## config.mk

```make
export PLATFORM = sky130hd
export DESIGN_NAME = vec_alu_mc_flat
export DESIGN_NICKNAME = d
export VERILOG_FILES = /design/src/rtl/vec_alu_pkg.sv /design/src/rtl/vec_alu_mc_if.sv /design/src/rtl/vec_lane_unit.sv /design/src/rtl/vec_alu_mc.sv /design/src/flat_wrapper.sv
export SDC_FILE = /design/constraint.sdc
export NUM_CORES = 2
export LEC_CHECK = 0
export CELL_PAD_IN_SITES_DETAIL_PLACEMENT = 0
export CELL_PAD_IN_SITES_GLOBAL_PLACEMENT = 1
export CORE_MARGIN = 10
export CORE_UTILIZATION = 35
export CTS_CLUSTER_DIAMETER = 80
export CTS_CLUSTER_SIZE = 28
export DETAILED_ROUTE_END_ITERATION = 10
export DONT_BUFFER_PORTS = 1
export PLACE_DENSITY = 0.61
export SETUP_SLACK_MARGIN = 0.1
export SLEW_MARGIN = 25
export SYNTH_ARGS = -nofsm -noshare
export SYNTH_HDL_FRONTEND = slang
export SYNTH_SLANG_ARGS = --single-unit
export TNS_END_PERCENT = 5
```

## constraint.sdc

```tcl
create_clock -name clk -period 17.5 [get_ports clk]
set_clock_uncertainty 0.15 [all_clocks]
set_input_delay 3.5 -clock clk [delete_from_list [all_inputs] [get_ports clk]]
set_output_delay 3.5 -clock clk [all_outputs]
set_load 0.01 [all_outputs]
```

## src/rtl/vec_alu_pkg.sv

```systemverilog
// Shared definitions for the multi-cycle vector ALU.
//   - opcode constants (VADD, VDOT, SMUL, VLD, VST)
//   - FSM state type
//   - op_supported(): true for opcodes the datapath implements
package vec_alu_pkg;

  localparam logic [3:0] VADD = 4'h0;
  localparam logic [3:0] VDOT = 4'h1;
  localparam logic [3:0] SMUL = 4'h2;
  localparam logic [3:0] VLD  = 4'h4;
  localparam logic [3:0] VST  = 4'h5;

  typedef enum logic [1:0] {
    ST_IDLE,
    ST_EXEC,
    ST_DONE
  } state_t;

  function automatic logic op_supported(input logic [3:0] op);
    logic ok;
    case (op)
      VADD, VDOT, SMUL, VLD, VST: ok = 1'b1;
      default:                    ok = 1'b0;
    endcase
    return ok;
  endfunction

endpackage

```

## src/rtl/vec_alu_mc_if.sv

```systemverilog
// Request/response bus of the vector ALU.
//   in_valid/in_ready  : request handshake, carries opcode, op_1, op_2
//   out_valid/out_ready: response handshake, carries result, illegal
// master = requester/consumer side, slave = ALU side.
interface vec_alu_mc_if #(
  parameter int unsigned LANES  = 16,
  parameter int unsigned LANE_W = 16
);
  logic                      in_valid;
  logic                      in_ready;
  logic [3:0]                opcode;
  logic [LANES*LANE_W-1:0]   op_1;
  logic [LANES*LANE_W-1:0]   op_2;
  logic                      out_valid;
  logic                      out_ready;
  logic [LANES*LANE_W-1:0]   result;
  logic                      illegal;

  modport master (
    output in_valid, opcode, op_1, op_2, out_ready,
    input  in_ready, out_valid, result, illegal
  );

  modport slave (
    input  in_valid, opcode, op_1, op_2, out_ready,
    output in_ready, out_valid, result, illegal
  );
endinterface

```

## src/rtl/vec_lane_unit.sv

```systemverilog
// Single-lane arithmetic: wrapping sum and product of two LANE_W operands.
//   i_a, i_b : lane operands
//   o_sum    : (i_a + i_b) mod 2^LANE_W
//   o_prod   : (i_a * i_b) mod 2^LANE_W
module vec_lane_unit #(
  parameter int unsigned LANE_W = 16
) (
  input  logic [LANE_W-1:0] i_a,
  input  logic [LANE_W-1:0] i_b,
  output logic [LANE_W-1:0] o_sum,
  output logic [LANE_W-1:0] o_prod
);
  assign o_sum  = i_a + i_b;
  assign o_prod = i_a * i_b;
endmodule

```

## src/rtl/vec_alu_mc.sv

```systemverilog
// Multi-cycle vector ALU. A request is captured on acceptance, then processed
// LPC lanes per cycle over N = LANES/LPC EXEC beats; the result is held in
// DONE until the consumer takes it.
//   clk   : clock, rising edge
//   rst_n : asynchronous active-low reset
//   bus   : request/response bus (slave side), see vec_alu_mc_if
module vec_alu_mc
  import vec_alu_pkg::*;
#(
  parameter int unsigned LANES  = 16,
  parameter int unsigned LANE_W = 16,
  parameter int unsigned LPC    = 4
) (
  input  logic         clk,
  input  logic         rst_n,
  vec_alu_mc_if.slave  bus
);

  localparam int unsigned N   = LANES / LPC;
  localparam int unsigned BW  = (N > 1) ? $clog2(N) : 1;
  localparam int unsigned LIW = (LANES > 1) ? $clog2(LANES) : 1;

  if ((LANES % LPC) != 0) begin : g_lpc_check
    $error("vec_alu_mc: LANES must be a multiple of LPC");
  end

  state_t              r_state, w_next;
  logic [BW-1:0]       r_beat;
  logic [3:0]          r_opcode;
  logic                r_illegal;
  logic [LANE_W-1:0]   r_acc;
  logic [LANE_W-1:0]   r_a   [LANES];
  logic [LANE_W-1:0]   r_b   [LANES];
  logic [LANE_W-1:0]   r_res [LANES];

  logic                w_accept;
  logic                w_last;
  logic [LIW-1:0]      w_idx  [LPC];
  logic [LANE_W-1:0]   w_la   [LPC];
  logic [LANE_W-1:0]   w_lb   [LPC];
  logic [LANE_W-1:0]   w_sum  [LPC];
  logic [LANE_W-1:0]   w_prod [LPC];
  logic [LANE_W-1:0]   w_dot;
  logic [LANE_W-1:0]   w_acc_next;

  assign w_accept = (r_state == ST_IDLE) && bus.in_valid;
  assign w_last   = (r_beat == BW'(N - 1));

  // FSM state register
  always_ff @(posedge clk or negedge rst_n) begin
    if (!rst_n) r_state <= ST_IDLE;
    else        r_state <= w_next;
  end

  // FSM next state and handshake outputs
  always_comb begin
    w_next        = r_state;
    bus.in_ready  = 1'b0;
    bus.out_valid = 1'b0;
    case (r_state)
      ST_IDLE: begin
        bus.in_ready = 1'b1;
        if (bus.in_valid) w_next = ST_EXEC;
      end
      ST_EXEC: begin
        if (w_last) w_next = ST_DONE;
      end
      ST_DONE: begin
        bus.out_valid = 1'b1;
        if (bus.out_ready) w_next = ST_IDLE;
      end
      default: w_next = ST_IDLE;
    endcase
  end

  // Lane selection for the current beat; SMUL broadcasts B lane 0.
  // When N == 1 the beat is always 0, so a truncated LPC in the product is harmless.
  always_comb begin
    for (int unsigned j = 0; j < LPC; j++) begin
      w_idx[j] = LIW'(r_beat) * LIW'(LPC) + LIW'(j);
      w_la[j]  = r_a[w_idx[j]];
      w_lb[j]  = (r_opcode == SMUL) ? r_b[0] : r_b[w_idx[j]];
    end
  end

  for (genvar g = 0; g < LPC; g++) begin : g_lane
    vec_lane_unit #(.LANE_W(LANE_W)) u_lane (
      .i_a    (w_la[g]),
      .i_b    (w_lb[g]),
      .o_sum  (w_sum[g]),
      .o_prod (w_prod[g])
    );
  end

  // VDOT reduction of this beat's products
  always_comb begin
    w_dot = '0;
    for (int unsigned j = 0; j < LPC; j++) begin
      w_dot = w_dot + w_prod[j];
    end
    w_acc_next = r_acc + w_dot;
  end

  // Operand capture and result accumulation
  always_ff @(posedge clk or negedge rst_n) begin
    if (!rst_n) begin
      r_beat    <= '0;
      r_opcode  <= '0;
      r_illegal <= 1'b0;
      r_acc     <= '0;
      for (int unsigned i = 0; i < LANES; i++) begin
        r_a[i]   <= '0;
        r_b[i]   <= '0;
        r_res[i] <= '0;
      end
    end else if (w_accept) begin
      r_beat    <= '0;
      r_opcode  <= bus.opcode;
      r_illegal <= !op_supported(bus.opcode);
      r_acc     <= '0;
      for (int unsigned i = 0; i < LANES; i++) begin
        r_a[i]   <= bus.op_1[i*LANE_W +: LANE_W];
        r_b[i]   <= bus.op_2[i*LANE_W +: LANE_W];
        r_res[i] <= '0;
      end
    end else if (r_state == ST_EXEC) begin
      r_beat <= w_last ? '0 : r_beat + 1'b1;
      case (r_opcode)
        VADD: for (int unsigned j = 0; j < LPC; j++) r_res[w_idx[j]] <= w_sum[j];
        SMUL: for (int unsigned j = 0; j < LPC; j++) r_res[w_idx[j]] <= w_prod[j];
        VDOT: begin
          r_acc    <= w_acc_next;
          r_res[0] <= w_acc_next;
        end
        // address generation uses lane 0 only, which is processed on beat 0
        VLD, VST: if (r_beat == '0) r_res[0] <= w_sum[0];
        default: ;
      endcase
    end
  end

  always_comb begin
    bus.result  = '0;
    bus.illegal = r_illegal;
    for (int unsigned i = 0; i < LANES; i++) begin
      bus.result[i*LANE_W +: LANE_W] = r_res[i];
    end
  end

endmodule
```

## src/flat_wrapper.sv

```systemverilog
// flat-port wrapper written by rule: the top's interface ports become plain ports
module vec_alu_mc_flat import vec_alu_pkg::*;
#(
  parameter int unsigned LANES  = 16,
  parameter int unsigned LANE_W = 16,
  parameter int unsigned LPC    = 4
)
  (clk, rst_n, bus_in_valid, bus_opcode, bus_op_1, bus_op_2, bus_out_ready, bus_in_ready, bus_out_valid, bus_result, bus_illegal);
  vec_alu_mc_if #(.LANES(LANES), .LANE_W(LANE_W)) bus_i ();
  input  logic clk;
  input  logic rst_n;
  input wire logic [$bits(bus_i.in_valid)-1:0] bus_in_valid;
  input wire logic [$bits(bus_i.opcode)-1:0] bus_opcode;
  input wire logic [$bits(bus_i.op_1)-1:0] bus_op_1;
  input wire logic [$bits(bus_i.op_2)-1:0] bus_op_2;
  input wire logic [$bits(bus_i.out_ready)-1:0] bus_out_ready;
  output wire logic [$bits(bus_i.in_ready)-1:0] bus_in_ready;
  output wire logic [$bits(bus_i.out_valid)-1:0] bus_out_valid;
  output wire logic [$bits(bus_i.result)-1:0] bus_result;
  output wire logic [$bits(bus_i.illegal)-1:0] bus_illegal;
  assign bus_i.in_valid = bus_in_valid;
  assign bus_i.opcode = bus_opcode;
  assign bus_i.op_1 = bus_op_1;
  assign bus_i.op_2 = bus_op_2;
  assign bus_i.out_ready = bus_out_ready;
  assign bus_in_ready = bus_i.in_ready;
  assign bus_out_valid = bus_i.out_valid;
  assign bus_result = bus_i.result;
  assign bus_illegal = bus_i.illegal;
  vec_alu_mc #(.LANES(LANES), .LANE_W(LANE_W), .LPC(LPC)) u_core (.clk(clk), .rst_n(rst_n), .bus(bus_i));
endmodule
```

## Yosys cells after proc, flatten, opt, wreduce, memory -nomap -nowiden

Index checks and enable logic that the tools add are counted.

| storage, ports and cells | value |
|---|---|
| register bits | 793 |
| input port bits | 520 |
| output and inout bits | 259 |
| logic and storage cells | 179 |

| operators by class | value |
|---|---|
| $add $sub $neg | 12 |
| $mul | 4 |
| $lt $le $gt $ge | 8 |
| eq/ne operators | 15 |
| muxes and demuxes | 63 |
| bitwise gates (word level) | 4 |
| reduce and logical (&&, ||, !) cells | 20 |

Operators with widths:

| cell | number |
|---|---|
| $bwmux W256 | 8 |
| $bmux W16 S4 | 8 |
| $mux W256 | 2 |
| $pmux W240 S2 | 1 |
| $mux W16 | 28 |
| $demux W16 S4 | 4 |
| $add A16 B16 Y16 | 8 |
| $mul A16 B16 Y16 | 4 |
| $pmux W16 S4 | 1 |
| $ge A5 B5 Y1 const B | 4 |
| $lt A5 B1 Y1 const B | 4 |
| $not A4 Y5 | 4 |
| $eq A4 B3 Y1 const B | 4 |
| $mux W2 | 6 |
| $add A4 B2 Y4 const B | 2 |
| $eq A4 B1 Y1 const B | 2 |
| $eq A4 B2 Y1 const B | 2 |
| $logic_not A4 Y1 | 2 |
| $pmux W2 S3 | 1 |
| $reduce_and A3 Y1 | 2 |
| $logic_and A1 B1 Y1 | 5 |
| $reduce_bool A5 Y1 | 1 |
| $reduce_or A5 Y1 | 1 |
| $add A4 B1 Y4 const B | 1 |
| 13 further kinds | 21 |

## Longest topological paths before layout

| logic depth | value |
|---|---|
| depth after elaboration | 14 |
| gate-level depth with buffers | 48 |

## By module

Synthesis repeated with hierarchy kept, for this count alone.

| unflattened totals | value |
|---|---|
| cells, all modules | 6104 |
| area total of the unflattened synthesis | 54992.7 µm² |

Modules (own cells, without submodules):

| module | times used | cells each | area each (µm²) |
|---|---|---|---|
| vec_alu_mc | 1 | 3865 | 36448.7 |
| vec_lane_unit at u_core.g_lane[1].u_lane | 1 | 564 | 4703.3 |
| vec_lane_unit at u_core.g_lane[2].u_lane | 1 | 566 | 4677.0 |
| vec_lane_unit at u_core.g_lane[3].u_lane | 1 | 559 | 4623.2 |
| vec_lane_unit at u_core.g_lane[0].u_lane | 1 | 550 | 4540.6 |

## Least setup slack after synthesis

OpenSTA, ideal clock, no wires.

| timing path | value |
|---|---|
| path type | reg2reg |
| start | register u_core.r_beat[0] |
| end | register u_core.r_res (netlist bit u_core.bus.result[15]) |
| setup time | 0.096 ns |
| arrival time | 9.713 ns |
| data required time | 17.254 ns |
| setup slack | 7.541 ns |
| stages on the path, launching flop included | 45 |
| path buffers | 8 |
| period minus slack after synthesis | 9.959 ns |
| cell sequence | dfrtp_1 buf_6 buf_8 buf_8 buf_6 buf_6 buf_6 buf_4 mux2_2 o21ai_0 clkbuf_1 inv_1 ha_1 inv_1 fa_1 fa_1 inv_1 ha_1 [... 9 more ...] xnor2_1 fa_1 fa_1 inv_1 fa_1 inv_1 ha_1 and3_1 a21oi_1 o21ai_0 o21ai_0 nand2b_1 a21o_1 a31oi_1 xnor2_2 xnor3_1 o221a_1 nor4_2 |

| on the way | value |
|---|---|
| longest elaborated chain between the ends | 14 |
| elaborated cells on any way between the ends | 82 |
| classes of those cells | add/sub: 11; mul: 4; order compare: 8; eq/ne: 1; mux: 48; bitwise: 4; reduce/logical: 6 |

RTL lines:

| item | line | RTL |
|---|---|---|
| start: declaration | vec_alu_mc.sv:28 | `logic [BW-1:0] r_beat;` |
| start signal: assignment | vec_alu_mc.sv:127 | `r_beat <= w_last ? '0 : r_beat + 1'b1;` |
| $add A4 B1 Y4 | vec_alu_mc.sv:80 | `w_idx[j] = LIW'(r_beat) * LIW'(LPC) + LIW'(j);` |
| $not A4 Y5 (implied by the code) | n/a |  |
| $bmux W16 S4 | vec_alu_mc.sv:82 | `w_lb[j] = (r_opcode == SMUL) ? r_b[0] : r_b[w_idx[j]];` |
| $mux W16 (implied by the code) (2 in series) | vec_alu_mc.sv:82 |  |
| $mux W16 | vec_alu_mc.sv:82 |  |
| $mul A16 B16 Y16 | vec_lane_unit.sv:14 | `assign o_prod = i_a * i_b;` |
| $add A16 B16 Y16 (3 in series) | vec_alu_mc.sv:99 | `w_dot = w_dot + w_prod[j];` |
| $add A16 B16 Y16 | vec_alu_mc.sv:101 | `w_acc_next = r_acc + w_dot;` |
| $pmux W16 S4 | vec_alu_mc.sv:128 | `case (r_opcode)` |
| $mux W256 | vec_alu_mc.sv:126 | `end else if (r_state == ST_EXEC) begin` |
| $mux W256 | vec_alu_mc.sv:116 | `end else if (w_accept) begin` |
| end: declaration | vec_alu_mc.sv:34 | `logic [LANE_W-1:0] r_res [LANES];` |

Parallel ways exist; a longest one is shown, timed or not. The select of a mux whose other input is x is not followed.
A chain may end at the register's enable or synchronous reset.

## Worst setup path after layout

Ends and elaborated chain as after synthesis.

==> results.toml <==
[run_status]
status = "finished clean"

[synthesis]
synth-edff-count = 0
yosys_warnings = 0
async_reset_ff_share_pct = 100
ys_ff_latch = 793
synth_flop_cell = "dfrtp_1"
synth_top_cell_by_area = "dfrtp_1"
synth_top_area_share_pct = 36.7
synth_cell_types = 70
synthTopCellsByArea = "dfrtp_1 (37%), fa_1 (14%), nand2_1 (13%)"
syn_area_sq_um = 54000
avgSynthCellArea_sq_um = 8.93
synthCells = 6049
yosysSeqAreaShare_pct = 36.7
syn_nets = 7213

[global_route]
antenna_found_initial = 48
grt_use_total_pct = 23.4
grt_max_degree = 190
first_global_vias = 41600
grt_pass1_wl_um = 296000
overflow = 0

[routing]
route.vias.total = 40700
drc = 0
detail_route.wl_per_cell_um = 25.7
wirelength_um = 206000
ant_nets = 0
vias_per_cell = 5.10
drt-initial-drc-count = 3264
drt-pass1-iter-count = 5

[timing]
finalMaxSlewViolations = 0
fin_tns_setup_ns = 0
timing.fmax_mhz = 88.6
rsz0062_at_grt = "no"
hold_violations = 0
period_share_pct = 64.5
setup_violations = 0
tightest_slew_ns = 1.08
max_slew_margin_pct = 27.0
post-route-min-period_ns = 11.29
hold_slack_ns = 0.329

[finish]
seq_area_sq_um = 19900
fin_nets = 7048
num-fill-cells = 15800
areaGrowthSynthToFinish_pct = 8.05
mostFrequentLayoutCells = "nand2_1 (1932), dfrtp_1 (791), inv_1 (621), fa_1 (368), o21ai_0 (319)"
layout_commonest_cell = "nand2_1"
finalInstanceArea_sq_um = 58400
drive_above_1_share_pct = 5.85
multi_input_comb_area_sq_um = 30600

[clock_tree]
postCtsHoldBufs = 0
clockBufferDepth = 3
cts.sinks = 793
root_buffer = "clkbuf_16"
h-tree-depth = 2
clk_pin_slew_worst_paths_ns = 0.11
clk_latency_ns = 0.73
cts_setup_buffers = 0
numCtsBuffers = 54
cts_resized = 0
cts_tree = "built"

[worst_setup_path]
critical-path-top-delay-family = "adder cells"
start_kind = "flop"
critPathCaptureType = "flop"
critPathArrivalTime_ns = 11.75
required_ns = 17.95
cp_slowest_stage_delay_ns = 0.89
crit_top_cell = "inv_1"
r2r_slack_ns = 6.21
slowest_stage = "dfrtp_4"
critPathMaxFanout = 46
crit_buf_inv = 8
critPathKind = "flop to flop"

[placement]
gp_congestion = 0.879
place_area_sq_um = 56000
dpl.hpwl_um = 162000
io_buffers = 0

[die]
ioPinCount = 779
die-width_um = 413
die_area_sq_um = 170000
core_area_sq_um = 154000
initial_utilization_pct = 35.1
rows = 144
die_h_um = 413

[hold_path]
min_path_type = "flop to flop"

[flow_run]
drv_cap = 0
[state kept, by name, indices dropped and copies added, names as in the netlist]
register	cells
u_core.bus.illegal	1
u_core.bus.result	256
u_core.r_a	256
u_core.r_acc	16
u_core.r_b	256
u_core.r_beat	2
u_core.r_opcode	4
u_core.r_state	2
[per-stage QoR]
step / std cells / util (%) / setup slack (ns)
after global routing: 7980 / 38.0 / 5.51
after CTS: 7970 / 37.9 / 6.21
after global placement: 7867 / 36.4 / 6.30
after floorplan: 6049 / - / 7.54
after detailed placement: 7869 / 36.4 / 6.25
final: 7982 / 38.0 / 6.21
[cells in the mapped netlist, drive strengths merged, types with 2 or more instances]
cell type / number
dfrtp: 793
mux2: 37
o22ai: 3
a211oi: 11
and2: 79
fa: 368
xnor3: 6
nand2: 1937
a222oi: 6
a221oi: 6
buf: 60
nor3: 9
a21boi: 11
o21bai: 16
mux2i: 77
o221ai: 12
a21oi: 161
nor2: 249
a21o: 24
a2111oi: 3
and3: 4
inv: 627
mux4: 96
a22o: 2
nand2b: 16
nor2b: 47
nor4: 3
nand3: 266
xor2: 40
xnor2: 171
a31oi: 7
clkbuf: 231
a211o: 4
or2: 2
o21a: 19
o21ai: 342
ha: 276
o311ai: 2
o31ai: 9
[metal layers]
metal | GRT usage, % | vias up | part of all wire (%)
li1 | - | 18800 | -
met1 | 33.1 | 20300 | 45
met2 | 36.1 | 1314 | 44
met3 | 6.48 | 207 | 8.7
met4 | 4.37 | 62 | 1.9
met5 | 0 | - | 0.20
[cell type report]
type                       count  area share [%]
clock buffer                  56            2.36
multi-input combinational   4338            52.4
tap                         2044            4.38
clock inverter                45            1.49
sequential                   793            34.0
timing repair buffer          70            1.25
inverter                     627            4.03
antenna                        9          0.0386
[cells by family after synthesis]
logic type	synth area share (%)
compound gates	6.89
simple gates	19.6
fa+ha+maj	20.0
mux	6.25
flops	36.7
buf+inv	6.78
xor+xnor	3.69
[worst min-delay path: cells and delay by family, from the launching register on]
kind / cells / cell delay (ns)
flops: 1 / 0.35
simple gates: 2 / 0.10
[final timing paths]
| kind | start | endpoint | cells past startpoint |
|---|---|---|---|
| worst max-delay path | u_core.r_beat[0]$_DFFE_PN0P_ | u_core.bus.result[15]$_DFFE_PN0P_ | 36 |
| worst min-delay path | u_core.r_b[5]$_DFFE_PN0P_ | u_core.r_b[5]$_DFFE_PN0P_ | 2 |
| worst max register to register | u_core.r_beat[0]$_DFFE_PN0P_ | u_core.bus.result[15]$_DFFE_PN0P_ | 36 |
| worst min register to register | u_core.r_b[5]$_DFFE_PN0P_ | u_core.r_b[5]$_DFFE_PN0P_ | 2 |
| max in group asynchronous | rst_n | u_core.r_b[207]$_DFFE_PN0P_ | 4 |
| min in group asynchronous | rst_n | u_core.bus.result[202]$_DFFE_PN0P_ | 0 |
Power is not shown: default switching activity piles up to over one toggle a cycle in this logic, so the estimate is an artifact.
